## config.mk

```make
export PLATFORM = sky130hd
export DESIGN_NAME = hazard_ctrl
export DESIGN_NICKNAME = d
export VERILOG_FILES = /design/src/rtl/hazard_ctrl.sv
export SDC_FILE = /design/constraint.sdc
export NUM_CORES = 1
export LEC_CHECK = 0
export CAP_MARGIN = 20
export CORE_MARGIN = 5
export CORE_UTILIZATION = 47
export DETAILED_ROUTE_END_ITERATION = 8
export PLACE_DENSITY = 0.8
export SYNTH_ARGS = -nofsm -noshare
export SYNTH_HDL_FRONTEND = slang
export SYNTH_SLANG_ARGS = --single-unit
export TNS_END_PERCENT = 100
```

## constraint.sdc

```tcl
create_clock -name clk -period 2.7 [get_ports clk]
set_clock_uncertainty 0.2 [all_clocks]
set_input_delay 0.27 -clock clk [delete_from_list [all_inputs] [get_ports clk]]
set_output_delay 0.27 -clock clk [all_outputs]
set_load 0.02 [all_outputs]
```

## src/rtl/hazard_ctrl.sv

```systemverilog
// hazard_ctrl: stall/flush controller for the 5-stage MIPS pipeline.
// Resolves hazards that forwarding cannot: load/mfc0 use in the next
// instruction, HI/LO users behind the multi-cycle mult/div unit, taken
// branches and exceptions. Tracks the mult/div busy window with a small FSM.
//
// Ports:
//   clk, reset        core clock, synchronous active-high reset
//   id_rs, id_rt      source registers of the ID instruction
//   id_hilo_use       ID instruction touches HI/LO or is mult/div
//   ex_rw, ex_regWr   EX destination register and write enable
//   ex_memtoreg       EX writeback source (0 ALU, 1 load, 2 cp0)
//   ex_md_start       EX instruction is a valid mult/div
//   ex_md_is_div      1 = div/divu, 0 = mult/multu
//   ex_branch_taken   branch/jump resolved taken in EX
//   mem_exc           exception/eret taken in MEM
//   pc_stall, ifid_stall                     hold PC / IF-ID (combinational)
//   ifid_flush, idex_flush, exmem_flush      stage bubbles (combinational)
//   md_busy           mult/div in progress (registered)
//   md_done           one-cycle pulse, HI/LO valid (registered)
//   stall_cycles      count of cycles with pc_stall=1 (registered)
module hazard_ctrl #(
  parameter int unsigned MUL_CYCLES = 4,
  parameter int unsigned DIV_CYCLES = 32,
  parameter int unsigned CNT_W      = 6
) (
  input  logic        clk,
  input  logic        reset,
  input  logic [4:0]  id_rs,
  input  logic [4:0]  id_rt,
  input  logic        id_hilo_use,
  input  logic [4:0]  ex_rw,
  input  logic        ex_regWr,
  input  logic [1:0]  ex_memtoreg,
  input  logic        ex_md_start,
  input  logic        ex_md_is_div,
  input  logic        ex_branch_taken,
  input  logic        mem_exc,
  output logic        pc_stall,
  output logic        ifid_stall,
  output logic        ifid_flush,
  output logic        idex_flush,
  output logic        exmem_flush,
  output logic        md_busy,
  output logic        md_done,
  output logic [31:0] stall_cycles
);

  // The EX cycle itself counts as one busy cycle, so the counter loads N-1.
  localparam logic [CNT_W-1:0] MUL_LOAD = CNT_W'(MUL_CYCLES - 1);
  localparam logic [CNT_W-1:0] DIV_LOAD = CNT_W'(DIV_CYCLES - 1);

  typedef enum logic {
    IDLE = 1'b0,
    BUSY = 1'b1
  } state_t;

  state_t           state_q, state_d;
  logic [CNT_W-1:0] cnt_q, cnt_d, load_val;
  logic             done_d;
  logic             load_use, md_hold;

  assign md_busy = (state_q == BUSY);

  // Hazard detection and prioritised stall/flush strobes.
  always_comb begin
    pc_stall    = 1'b0;
    ifid_stall  = 1'b0;
    ifid_flush  = 1'b0;
    idex_flush  = 1'b0;
    exmem_flush = 1'b0;

    load_use = ex_regWr && (ex_rw != 5'd0) && (ex_memtoreg != 2'd0) &&
               ((ex_rw == id_rs) || (ex_rw == id_rt));
    // ex_md_start covers the issue cycle, before md_busy has risen.
    md_hold  = id_hilo_use && (md_busy || ex_md_start);

    if (mem_exc) begin
      ifid_flush  = 1'b1;
      idex_flush  = 1'b1;
      exmem_flush = 1'b1;
    end else if (ex_branch_taken) begin
      ifid_flush = 1'b1;
      idex_flush = 1'b1;
    end else if (md_hold || load_use) begin
      pc_stall   = 1'b1;
      ifid_stall = 1'b1;
      idex_flush = 1'b1;
    end
  end

  // Mult/div busy-window sequencing.
  always_comb begin
    state_d  = state_q;
    cnt_d    = cnt_q;
    done_d   = 1'b0;
    load_val = ex_md_is_div ? DIV_LOAD : MUL_LOAD;

    case (state_q)
      IDLE: begin
        if (ex_md_start && !mem_exc) begin
          cnt_d = load_val;
          if (load_val == '0) begin
            done_d = 1'b1;
          end else begin
            state_d = BUSY;
          end
        end
      end
      BUSY: begin
        // A start while busy is illegal and ignored; mem_exc aborts silently.
        if (mem_exc) begin
          state_d = IDLE;
          cnt_d   = '0;
        end else begin
          cnt_d = cnt_q - CNT_W'(1);
          if (cnt_q == CNT_W'(1)) begin
            state_d = IDLE;
            done_d  = 1'b1;
          end
        end
      end
      default: begin
        state_d = IDLE;
        cnt_d   = '0;
      end
    endcase
  end

  // State, done pulse and stall counter; reset overrides any abort or done.
  always_ff @(posedge clk) begin
    if (reset) begin
      state_q      <= IDLE;
      cnt_q        <= '0;
      md_done      <= 1'b0;
      stall_cycles <= 32'd0;
    end else begin
      state_q <= state_d;
      cnt_q   <= cnt_d;
      md_done <= done_d;
      if (pc_stall) begin
        stall_cycles <= stall_cycles + 32'd1;
      end
    end
  end

endmodule
```

## Word-level counts from Yosys, hierarchy flattened

Index checks and enable logic that the tools add are counted.

| word-level totals | value |
|---|---|
| bits in registers | 40 |
| latch bits | 0 |
| memory bits (writable) | 0 |
| memory bits (read-only) | 0 |
| output and inout bits | 39 |
| logic and storage cells | 45 |
| memories | 0 |

| cells by class | value |
|---|---|
| $add $sub $neg | 2 |
| multiply operators | 0 |
| divide/modulo/power cells | 0 |
| order comparisons | 0 |
| eq/ne operators | 4 |
| shifts and indexed selects | 0 |
| multiplexer cells | 22 |
| bitwise operators | 1 |
| reductions and logical operators | 12 |

Operators by type and width:

| kind | number |
|---|---|
| $add A32 B1 Y32 const B | 1 |
| $mux W1 | 16 |
| $mux W6 | 2 |
| $pmux W6 S2 | 1 |
| $eq A5 B5 Y1 | 2 |
| $eq A6 B1 Y1 const B | 1 |
| $logic_not A6 Y1 | 1 |
| $sub A6 B1 Y6 const B | 1 |
| $logic_and A1 B1 Y1 | 5 |
| $mux W5 | 1 |
| $reduce_bool A5 Y1 | 1 |
| $pmux W1 S2 | 2 |
| $logic_or A1 B1 Y1 | 3 |
| $ne A2 B2 Y1 const B | 1 |
| $reduce_bool A2 Y1 | 1 |
| $logic_not A1 Y1 | 1 |
| $not A1 Y1 | 1 |

## Longest topological paths before layout

Gate-level depths: netlist of the first run.

| depth | value |
|---|---|
| depth after elaboration | 8 |
| mapped depth | 8 |
| depth with buffers taken out | 6 |

## Worst setup path after synthesis of the first run

Ideal clock, no wire load.

| timing | value |
|---|---|
| path type | register to output |
| start point | register state_q, in the netlist md_busy |
| end point | output pc_stall |
| arrival time | 1.697 ns |
| required time | 2.230 ns |
| path slack | 0.533 ns |
| cell stages (with the launch flop) | 8 |
| buffers on the path | 3 |
| path through | dfxtp_1 o21ai_0 nor2_1 a31oi_4 clkbuf_1 buf_2 inv_1 buf_4 |

| between the ends | value |
|---|---|
| cells in the longest elaborated chain, start to end | 6 |

RTL lines:

| element | RTL line | text |
|---|---|---|
| from (decl) | 57 | `state_t state_q, state_d;` |
| from (signal assigned) | 137 | `state_q <= state_d;` |
| $logic_or A1 B1 Y1 | 75 | `md_hold = id_hilo_use && (md_busy \|\| ex_md_start);` |
| $logic_and A1 B1 Y1 | 75 |  |
| $logic_or A1 B1 Y1 | 84 | `end else if (md_hold \|\| load_use) begin` |
| $mux W1 (3 in series) | - |  |
| to (decl) | 38 | `output logic pc_stall,` |

No other way between the ends.

## Worst setup path in the final report of the first run

| timing | value |
|---|---|
| start point | input ex_rw[4] |
| end point | output pc_stall |

| between the ends | value |
|---|---|
| cells in the longest elaborated chain, start to end | 8 |
| elaborated cells between the ends (all ways) | 11 |
| classes of those cells | eq/ne: 2; mux: 3; reduce/logical: 6 |

RTL lines:

| element | RTL line | text |
|---|---|---|
| from (decl) | 31 | `input logic [4:0] ex_rw,` |
| $reduce_bool A5 Y1 | 72 | `load_use = ex_regWr && (ex_rw != 5'd0) && (ex_memtoreg != 2'd0) &&` |
| $logic_and A1 B1 Y1 (2 in series) | 72 |  |
| $logic_and A1 B1 Y1 (*) | 72 |  |
| $logic_or A1 B1 Y1 (*) | 84 |  |
| $mux W1 (*) | 84 |  |
| $mux W1 (*) | 81 | `end else if (ex_branch_taken) begin` |
| $mux W1 (*) | 77 | `if (mem_exc) begin` |

Every way passes the cells marked *; elsewhere a longest branch is shown, timed or not.

==> results.cfg, run 1 <==
[worst_setup_path]
crit_chain = clkdlybuf4s50_1 > xnor2_1 > nand3_1 > o22ai_2 > a31oi_4 > inv_1 > clkdlybuf4s50_1
crit_buf_inv = 3
cp_slowest_cell = clkdlybuf4s50_1
cp_data_required_time_ns = 2.23
cp_max_fo = 3
critPathMaxStageDelay_ns = 0.60
cp-start-kind = input port
path_class = in2out
crit_path_end_kind = output pin
crit_family = buffers and inverters
critPathArrivalTime_ns = 2.12
cpMostUsedCell = clkdlybuf4s50_1

[synth]
synth.mux.area_fraction_pct = 0.462
synth_xor_area_share_pct = 4.44
yosys_warnings = 0
syn_area_per_cell_sq_um = 7.83
synth-compound-area-share_pct = 20.0
synth_edf_count = 0
synth_cell_type_count = 35
syn-cell-area_sq_um = 2170
synth-async-reset-ratio_pct = 0
synth_top_flop_cell = dfxtp_1
synth_top_family_by_area = simple AND/OR/NAND/NOR gates
syn_inst = 277
ys_ff_latch = 40
ys_seq_area_share_pct = 36.9
synthSimpleGateAreaFrac_pct = 31.3
synth_fp_nets = 305
synthAdderAreaFrac_pct = 1.73

[drt]
vias = 2201
wl_per_cell_um = 13.9
detail-route-antenna-nets = 0
drt_wl_total_um = 5400
viasPerCell = 5.69
drc_errors = 0
first_pass_iters = 4
drt_iter0_drc = 117

[floorplan]
num_rows = 24
die_h_um = 77.9
dieArea_sq_um = 6070
boundaryPins = 64
start_util_pct = 49.1
core_area_sq_um = 4410
die_w_um = 77.9

[sta]
max_freq_mhz = 386
fin_hold_ws_ns = 0.284
fin_crit_sh_pct = 95.8
rsz0062_at_grt = no
slew_viol_final = 0
tightest_slew_ns = 0.419
setup_violations = 0
setup_tns_ns = 0
relSlewSlack_pct = 72.1
min_period_ns = 2.59
setup_ws_ns = 0.112
finalHoldViolCount = 0

[clock_network]
clockRootBuffer = clkbuf_8
clk_pin_slew_worst_paths_ns = 0.08
clk_latency_ns = 0.30
cts_buffers = 5
cts_resized = 0
cts_max_level = 2
cts_setup_buffers = 0
cts_tree = built
ctsHoldBuffers = 0
clock_path_buffers = 2
cts.sinks = 40

[global_route]
antenna_found_initial = 0
overflow = 0
track_usage_pct = 17.3
grt_pass1_wl_um = 8710
grt_start_max_net_pins = 63
grt_pass1_vias = 2009

[status]
status = complete, no violations

[power_and_ir_drop]
ir_worst_vdd_mv = 0.313
p_leak_nw = 0.947
finalPower_mw = 1.30
power_density_nw_per_um2 = 441

[placement]
place.gp.congestion = 0.831
place_hpwl_um = 3890
port_buffers = 63
place_ws_ns = 0.0988
dpl_cell_area_sq_um = 2820

[cells_and_area]
fin_area_sq_um = 2950
final_common_cell = clkdlybuf4s50_1
drive_above_1_share_pct = 4.48
antenna_cells = 0
nNetsFinal = 362
layout_common_cells = clkdlybuf4s50_1 (63), dfxtp_1 (40), a21oi_1 (36)
area_delta_synth_final_pct = 35.8

[min_path]
hold_path_class = reg2reg

[flow_run]
max_cap_viol_count = 0
## per-layer routing
metal | vias to the layer above | part of all wire (%) | GRT usage, % | routed length, um
li1 | 1130 | - | - | -
met1 | 988 | 44 | 20.5 | 2380
met2 | 76 | 46 | 28.7 | 2470
met3 | 7 | 8.7 | 5.79 | 468
met4 | 0 | 1.4 | 6.59 | 78
met5 | - | 0 | 0 | 0
## final timing paths
check | from | to | slack, ns | cells past startpoint
max | ex_rw[4] | pc_stall | 0.11 | 7
max reg2reg | stall_cycles[3]$_SDFFE_PP0P_ | stall_cycles[28]$_SDFFE_PP0P_ | 0.35 | 6
min | cnt_q[5]$_SDFFE_PP0P_ | cnt_q[5]$_SDFFE_PP0P_ | 0.28 | 1
min reg2reg | cnt_q[5]$_SDFFE_PP0P_ | cnt_q[5]$_SDFFE_PP0P_ | 0.28 | 1
## power by group
group | internal (mW) | switching [mW]
registers | 0.598 | 0.00918
logic | 0.0757 | 0.0757
clock network | 0.326 | 0.214
total | 1.00 | 0.299
## cells in the mapped netlist, types with 2 or more instances
cell	number	area, sq um
dfxtp_1	40	801
a21oi_1	36	180
o21ai_0	27	135
or3_1	23	144
nand2_1	19	71.3
nand3_1	17	85.1
nor2_1	17	63.8
xnor2_1	10	87.6
clkbuf_1	8	30.0
inv_1	8	30.0
nor3_1	8	40.0
and4_1	7	61.3
nand4_1	6	37.5
o31ai_1	6	45.0
and3_1	5	31.3
or4_1	5	37.5
and2_1	4	25.0
buf_4	4	30.0
nand2b_1	4	25.0
buf_2	3	15.0
ha_1	3	37.5
a311oi_1	2	17.5
nor4_1	2	12.5
or4b_1	2	20.0
## registers in the layout, indices dropped and copies added, names as in the netlist
| name | cells |
|---|---|
| cnt_q | 6 |
| md_busy | 1 |
| md_done | 1 |
| stall_cycles | 32 |
## worst register-to-register path, stage by stage (launching register included)
cell and delay (ns):
dfxtp_1 0.42, and4_4 0.28, and4_1 0.36, and4_1 0.42, nand3_1 0.12, or3_1 0.32
a21oi_1 0.15
## kinds of logic after synthesis
| group | Yosys count |
|---|---|
| simple gates | 122 |
| fa+ha+maj | 3 |
| compound gates | 76 |
| buf+inv | 24 |
| mux | 1 |
| flops | 40 |
| xor+xnor | 11 |
## final cells by class
class | instances | area [sq um]
Sequential cell | 40 | 801
Multi-Input combinational cell | 213 | 1260
Clock inverter | 1 | 30.0
Tap cell | 52 | 65.1
Fill cell | 387 | 1470
Inverter | 8 | 30.0
Timing Repair Buffer | 66 | 666
Clock buffer | 7 | 96.3
## through the flow
| stage | utilization (%) | std cells |
|---|---|---|
| final | 66.7 | 387 |
| after global routing | 66.7 | 387 |
| after CTS | 66.7 | 387 |
| after detailed placement | 63.9 | 379 |
| after global placement | 63.9 | 379 |
| after floorplan | - | 277 |
Note: power is estimated with default switching activity, not from simulation.
==> run 2: changes to the inputs <==
- SLEW_MARGIN: not set -> 15
==> results of run 2 <==
Final layout, timing and power as in run 1 (identical DEF).
